===== src/rtl/uart_pkg.sv =====
// rtl/uart_pkg.sv - shared UART frame constants and FSM state encoding for tx and rx
package uart_pkg;

  localparam int BAUD_MAX_DEF = 5208;
  localparam int DATA_BIT     = 8;
  localparam int STOP_BIT     = 1;

  typedef enum logic [2:0] {
    IDLE   = 3'd0,
    START  = 3'd1,
    DATA   = 3'd2,
    PARITY = 3'd3,
    STOP   = 3'd4
  } uart_state_e;

endpackage


===== src/rtl/uart_baud_gen.sv =====
// rtl/uart_baud_gen.sv - bit-period counter 0..BAUD_MAX-1, tick on the last cycle of each bit
module uart_baud_gen
  import uart_pkg::*;
#(
  parameter int BAUD_MAX = BAUD_MAX_DEF
) (
  input  logic clk,
  input  logic rst,
  input  logic en,
  output logic tick
);

  localparam int CNT_W = (BAUD_MAX > 1) ? $clog2(BAUD_MAX) : 1;
  localparam logic [CNT_W-1:0] CNT_LAST = CNT_W'(BAUD_MAX - 1);

  logic [CNT_W-1:0] cnt;

  // Held at zero while disabled so every frame starts with a fresh bit phase.
  always_ff @(posedge clk or posedge rst) begin
    if (rst) begin
      cnt <= '0;
    end else if (!en) begin
      cnt <= '0;
    end else if (cnt == CNT_LAST) begin
      cnt <= '0;
    end else begin
      cnt <= cnt + CNT_W'(1);
    end
  end

  assign tick = en && (cnt == CNT_LAST);

endmodule


===== src/rtl/uart_tx.sv =====
// rtl/uart_tx.sv - UART transmitter, 8-N-1 or 8-E-1 framing with valid/ready byte handshake
module uart_tx
  import uart_pkg::*;
#(
  parameter int BAUD_MAX = BAUD_MAX_DEF,
  parameter int PARI_BIT = 0
) (
  input  logic       clk,
  input  logic       rst,
  input  logic       tx_valid,
  input  logic [7:0] data_in,
  output logic       tx_ready,
  output logic       tx,
  output logic       tx_done
);

  uart_state_e         state, state_next;
  logic [DATA_BIT-1:0] shreg, shreg_next;
  logic [2:0]          bit_cnt, bit_cnt_next;
  logic                par, par_next;
  logic                tx_next, ready_next, done_next;
  logic                tick;
  logic                baud_en;

  assign baud_en = (state != IDLE);

  uart_baud_gen #(
    .BAUD_MAX(BAUD_MAX)
  ) u_baud_gen (
    .clk (clk),
    .rst (rst),
    .en  (baud_en),
    .tick(tick)
  );

  always_ff @(posedge clk or posedge rst) begin
    if (rst) begin
      state    <= IDLE;
      shreg    <= '0;
      bit_cnt  <= '0;
      par      <= 1'b0;
      tx       <= 1'b1;
      tx_ready <= 1'b1;
      tx_done  <= 1'b0;
    end else begin
      state    <= state_next;
      shreg    <= shreg_next;
      bit_cnt  <= bit_cnt_next;
      par      <= par_next;
      tx       <= tx_next;
      tx_ready <= ready_next;
      tx_done  <= done_next;
    end
  end

  // tx is registered from tx_next, which is the level of the bit the FSM is entering.
  always_comb begin
    state_next   = state;
    shreg_next   = shreg;
    bit_cnt_next = bit_cnt;
    par_next     = par;
    tx_next      = tx;
    ready_next   = tx_ready;
    done_next    = 1'b0;

    case (state)
      IDLE: begin
        tx_next    = 1'b1;
        ready_next = 1'b1;
        if (tx_valid && tx_ready) begin
          state_next   = START;
          shreg_next   = data_in;
          bit_cnt_next = '0;
          par_next     = 1'b0;
          tx_next      = 1'b0;
          ready_next   = 1'b0;
        end
      end
      START: begin
        if (tick) begin
          state_next = DATA;
          tx_next    = shreg[0];
        end
      end
      DATA: begin
        if (tick) begin
          // Parity accumulates over the latched bits as they shift out.
          par_next   = par ^ shreg[0];
          shreg_next = {1'b0, shreg[DATA_BIT-1:1]};
          if (bit_cnt == 3'(DATA_BIT - 1)) begin
            bit_cnt_next = '0;
            if (PARI_BIT != 0) begin
              state_next = PARITY;
              tx_next    = par ^ shreg[0];
            end else begin
              state_next = STOP;
              tx_next    = 1'b1;
            end
          end else begin
            bit_cnt_next = bit_cnt + 3'd1;
            tx_next      = shreg[1];
          end
        end
      end
      PARITY: begin
        if (tick) begin
          state_next = STOP;
          tx_next    = 1'b1;
        end
      end
      STOP: begin
        tx_next = 1'b1;
        if (tick) begin
          if (bit_cnt == 3'(STOP_BIT - 1)) begin
            state_next   = IDLE;
            bit_cnt_next = '0;
            done_next    = 1'b1;
            ready_next   = 1'b1;
          end else begin
            bit_cnt_next = bit_cnt + 3'd1;
          end
        end
      end
      default: begin
        state_next = IDLE;
        tx_next    = 1'b1;
        ready_next = 1'b1;
      end
    endcase
  end

endmodule


===== config.mk =====
export PLATFORM = sky130hd
export DESIGN_NAME = uart_tx
export DESIGN_NICKNAME = d
export VERILOG_FILES = /design/src/rtl/uart_pkg.sv /design/src/rtl/uart_baud_gen.sv /design/src/rtl/uart_tx.sv
export SDC_FILE = /design/constraint.sdc
export NUM_CORES = 1
export LEC_CHECK = 0
export BUFFER_PORTS_ARGS = -buffer_cell sky130_fd_sc_hd__buf_2
export CAP_MARGIN = 20
export CORE_MARGIN = 2
export CORE_UTILIZATION = 39
export CTS_CLUSTER_DIAMETER = 30
export DETAILED_ROUTE_END_ITERATION = 6
export SYNTH_ARGS = -nofsm -noshare
export SYNTH_HDL_FRONTEND = slang
export SYNTH_SLANG_ARGS = --single-unit

===== constraint.sdc =====
create_clock -name clk -period 4.5 [get_ports clk]
set_input_delay 0 -clock clk [delete_from_list [all_inputs] [get_ports clk]]
set_output_delay 0 -clock clk [all_outputs]
set_load 0.1 [all_outputs]

### Word-level counts from Yosys, hierarchy flattened

Cells that the tools add are included.

* add/subtract/negate cells: 2
* equal/unequal tests: 13
* multiplexer cells: 31
* bitwise logic cells: 1
* reductions and logical operators: 13

Operator list (number)
* $mux 3: 12
* $mux 13: 2
* $mux 8: 2
* $pmux 8 s2: 1
* $pmux 3 s5: 1
* $ne 2x2->1 const B: 7
* $add 13x1->13 const B: 1
* $eq 13x13->1 const B: 1
* $mux 1: 10
* $pmux 3 s3: 1
* $reduce_and 3->1: 3
* $reduce_and 7->1: 1
* $eq 3x2->1 const B: 2
* $eq 3x3->1 const B: 2
* $logic_not 3->1: 2
* $reduce_bool 3->1: 2
* $pmux 1 s4: 1
* $reduce_and 4->1: 1
* $add 3x1->3 const B: 1
* $eq 3x1->1 const B: 1
* $pmux 1 s3: 1
* $reduce_or 3->1: 1
* $logic_and 1x1->1: 2
* $reduce_bool 2->1: 1
* $not 1->1: 1

* flip-flop bits (word level): 30
* bits of input ports: 11
* output and inout port bits: 3
* word-level logic and storage cells: 67

### Logic depth before layout (Yosys ltp)

* depth after elaboration: 4
* gate-level depth with buffers: 6
* depth with buffers taken out: 6

### Cells and area by module

Synthesis repeated with hierarchy kept, for this count alone.

* cells, all modules: 160
* area, all modules: 1650.3 um2

Modules (own cells, without submodules)
* uart_tx: times used 1, cells an instance 96, area each 979.7 um2, seq. area each 427.9 um2
* uart_baud_gen: times used 1, cells an instance 64, area each 670.6 um2, seq. area each 325.3 um2

### Worst setup path after synthesis

OpenSTA, ideal clock, no wires.

* path type: reg2reg
* start point: register tx_ready
* end point: register shreg[0]
* library setup time: 0.125 ns
* arrival: 1.707 ns
* data required time: 4.375 ns
* path slack: 2.668 ns
* stages on the path, launching flop included: 5
* path buffers: 0
* clock period less this slack: 1.832 ns
* cells stage by stage: dfstp_2 > nand4bb_1 > nor2_1 > a21oi_4 > mux2_4

* word-level cells in the longest chain between the ends: 3

RTL lines
* start, declared: line uart_tx.sv:12 `output logic tx_ready,`
* start signal, assigned: line uart_tx.sv:51 `tx_ready <= ready_next;`
* $logic_and 1x1->1: line uart_tx.sv:70 `if (tx_valid && tx_ready) begin`
* $ne 2x2->1 (no source line)
* $reduce_and 3->1 (no source line)
* end signal, assigned: line uart_tx.sv:47 `shreg <= shreg_next;`
* end, declared: line uart_tx.sv:18 `logic [DATA_BIT-1:0] shreg, shreg_next;`

No other way between the ends.
A chain may end at the register's enable or synchronous reset.

### Worst setup path after layout

* start point: register u_baud_gen.cnt[0]
* end point: register u_baud_gen.cnt[7]

* word-level cells in the longest chain between the ends: 3
* elaborated cells on any way between the ends: 4
* classes of those cells: add/sub: 1; eq/ne: 1; mux: 2

RTL lines
* start, declared: line uart_baud_gen.sv:16 `logic [CNT_W-1:0] cnt;`
* start signal, assigned: line uart_baud_gen.sv:27 `cnt <= cnt + CNT_W'(1);`
* $add 13x1->13 or $eq 13x13->1 (tied branches): line uart_baud_gen.sv:27, uart_baud_gen.sv:24
* $mux 13 (*): line uart_baud_gen.sv:24 `end else if (cnt == CNT_LAST) begin`
* $mux 13 (*): line uart_baud_gen.sv:22 `end else if (!en) begin`

Every way passes the cells marked *; elsewhere a longest branch is shown, timed or not.

==> metrics.cfg <==
[synth]
synth_area_sq_um=1664
syn_nets=167
yosysWarnings=0
yosysTopAreaCell=dfrtp_1
yosysSeqAreaShare_pct=45.26
syn_inst=152
synth-async-reset-ratio_pct=100.0
ys_types=42
yosys-top-cells-area=dfrtp_1, mux2_4, mux2_2, xnor2_1, nor2_1
synth_ff_type=dfrtp_1
synth_top_area_share_pct=42.11
ys_ff_latch=30
synth_edf_count=0
syn_area_per_cell_sq_um=10.95

[floorplan]
die-area_sq_um=4805
coreArea_sq_um=4058
die_h_microns=69.32
start_util_pct=41.01
die_w_microns=69.32
rows=23
boundaryPins=14

[layout]
fin_area_sq_um=1896
stdcell_count=221
final_common_cell=dfrtp_1
final_cell_mix=dfrtp_1, nor2_1, buf_2, xnor2_1, nand2_1
diodes=0
syn2layout_area_growth_pct=13.91
nNetsFinal=186
drive_gt1_share_pct=26.32

[power_and_ir_drop]
seqPwrFrac_pct=55.8
p_leak_nw=0.8650
irDropWorstVdd_mv=0.2105
switching_power_mw=0.09886
clockPowerShare_pct=40.7
swShare_pct=20.43
internal_power_mw=0.3851
p_per_area_nw_per_um2=255.3
pwr-share-comb_pct=3.5

[hold_path]
hold_start=data_in[0]
hold_class=input port to register
holdPathEnd=shreg[0]$_DFFE_PP0P_
worst_hold_path.num_cells=3

[drt]
avgViaCountPerCell=5.208
vias=1151
ant_nets=0
remaining_drc_errors=0
wl_per_cell_microns=13.68
wl_microns=3024
firstDrtPassIters=4
drt_iter0_markers=59

[timing]
slew_headroom_pct=44.65
timing.fmax_ghz=0.5253
hold_ws_ns=0.08149
final.setup_skew_ns=0.005599
maxSlewViolCount=0
setup_violations=0
hold_viol=0
tightestPinTransition_ns=0.8247
tns_ns=0
min_period_over_period_pct=42.30
fin_crit_ns=1.904
rsz0062_at_grt=false

[clock_tree]
tritoncts=done
clk_transition_reported_paths_ns=0.06
htreeDepth=2
clock_path_buffers=2
root_buffer=clkbuf_8
postCtsSetupRepairBufs=0
cts_made_buffers=5
clkLatencyLatePin_ns=0.28
cts_sinks=30

[grt]
grt_first_pass_wirelength_microns=5112
grt_overflow_total=0
track_usage_pct=13.35
grt_max_degree=31
antenna_found_initial=0
grt_pass1_vias=1118

[critical_path]
crit_required_ns=4.62
critPathCaptureType=register
worst-setup-path-type=register to register
path_max_fanout=12
reg2reg_depth=5
r2r-end=u_baud_gen.cnt[7]$_DFF_PP0_
r2r-start=u_baud_gen.cnt[0]$_DFF_PP0_
crit_arrival_ns=2.03
worstSetupStartpointType=register
rrSetupSlack_ns=2.60

[placement]
placed_cells=211
placed_cell_area_sq_um=1772
gp_congestion=0.8489
portBuffers=13
dpl.hpwl_microns=2215

[outcome]
outcome=completed

[job]
maxCapViolCount=0

==> state kept, by name (all words and copies together) (netlist names) <==
register	count
bit_cnt	3
shreg	8
state	3
tx	1
tx_done	1
tx_ready	1
u_baud_gen.cnt	13
==> what timing repair did <==
item / 4_1_cts / 5_1_grt
endpoints found under the hold margin: 1 / 9
hold buffers: 1 / 1
gates resized for setup: 0 / 0
==> worst max path at each step <==
stage,from,endpoint,slack [ns]
5_1_grt,u_baud_gen.cnt[0]$_DFF_PP0_,u_baud_gen.cnt[3]$_DFF_PP0_,2.35
2_1_floorplan,tx_ready$_DFFE_PP1P_,shreg[0]$_DFFE_PP0P_,2.67
3_3_place_gp,u_baud_gen.cnt[0]$_DFF_PP0_,u_baud_gen.cnt[7]$_DFF_PP0_,2.68
3_5_place_dp,u_baud_gen.cnt[0]$_DFF_PP0_,u_baud_gen.cnt[3]$_DFF_PP0_,2.57
6_report,u_baud_gen.cnt[0]$_DFF_PP0_,u_baud_gen.cnt[7]$_DFF_PP0_,2.60
4_1_cts,u_baud_gen.cnt[0]$_DFF_PP0_,u_baud_gen.cnt[7]$_DFF_PP0_,2.56
==> power by group through the flow <==
stage                     registers, mW  clock network (mW)  logic, mW
after global placement            0.275                   0     0.0126
after detailed placement          0.275                   0     0.0130
after floorplan                   0.275                   0    0.00700
after global routing              0.270               0.217     0.0191
final                             0.270               0.197     0.0168
after CTS                         0.270               0.204     0.0137
==> synthesized netlist by cell type (2+ instances only) <==
library cell	instances
nor4b_4	2
dfrtp_1	28
mux2_2	7
nand3_1	6
ha_1	4
xor2_1	3
nand2b_1	2
inv_1	6
mux2_4	7
nor3_1	4
a21oi_1	2
o31ai_1	3
o21a_1	2
dfstp_2	2
nor2_1	20
nor4_1	4
or2_2	2
o21ai_0	5
nor2b_1	2
nand2_1	8
buf_2	4
xnor2_1	9
==> metal layers <==
metal / GRT usage [%] / vias up / part of all wire (%)
li1: - / 576 / -
met1: 18.29 / 554 / 51
met2: 19.98 / 16 / 45
met3: 3.488 / 5 / 3.1
met4: 5.664 / 0 / 1.4
met5: 0 / - / 0
==> critical path: stages, from the launching register on <==
cell     delay (ns)
dfrtp_1        0.38
ha_1           0.26
nor4b_4        0.32
nand3_2        0.19
o21ai_1        0.48
nor2_1         0.12
==> cell type report <==
type                            instances  area, sq um
Fill cell                             360         2162
Multi-Input combinational cell        112        868.3
Sequential cell                        30        753.2
Inverter                                6        22.52
Timing Repair Buffer                   16        112.6
Tap cell                               50        62.56
Clock buffer                            7        76.32
==> kinds of logic (layout without fill, tap and decap cells) <==
group	count (synthesis)	after routing	synth area share, %
AO/OA/AOI/OAI	23	23	10.23
XOR/XNOR	12	12	6.316
adder cells (fa/ha/maj)	4	4	3.008
buffers and inverters	10	29	2.556
flip-flops	30	30	45.26
multiplexers	15	15	11.65
AND/OR/NAND/NOR	58	58	20.98
==> stage by stage <==
stage | setup slack [ns] | power, mW | utilization (%)
global route | 2.352 | 0.5061 | 46.72
global placement | 2.675 | 0.2873 | 43.66
floorplan | 2.668 | 0.2817 | -
finish | 2.596 | 0.4839 | 46.72
detailed placement | 2.569 | 0.2877 | 43.66
CTS | 2.558 | 0.4876 | 45.79
Note: power is estimated with default switching activity, not from simulation.
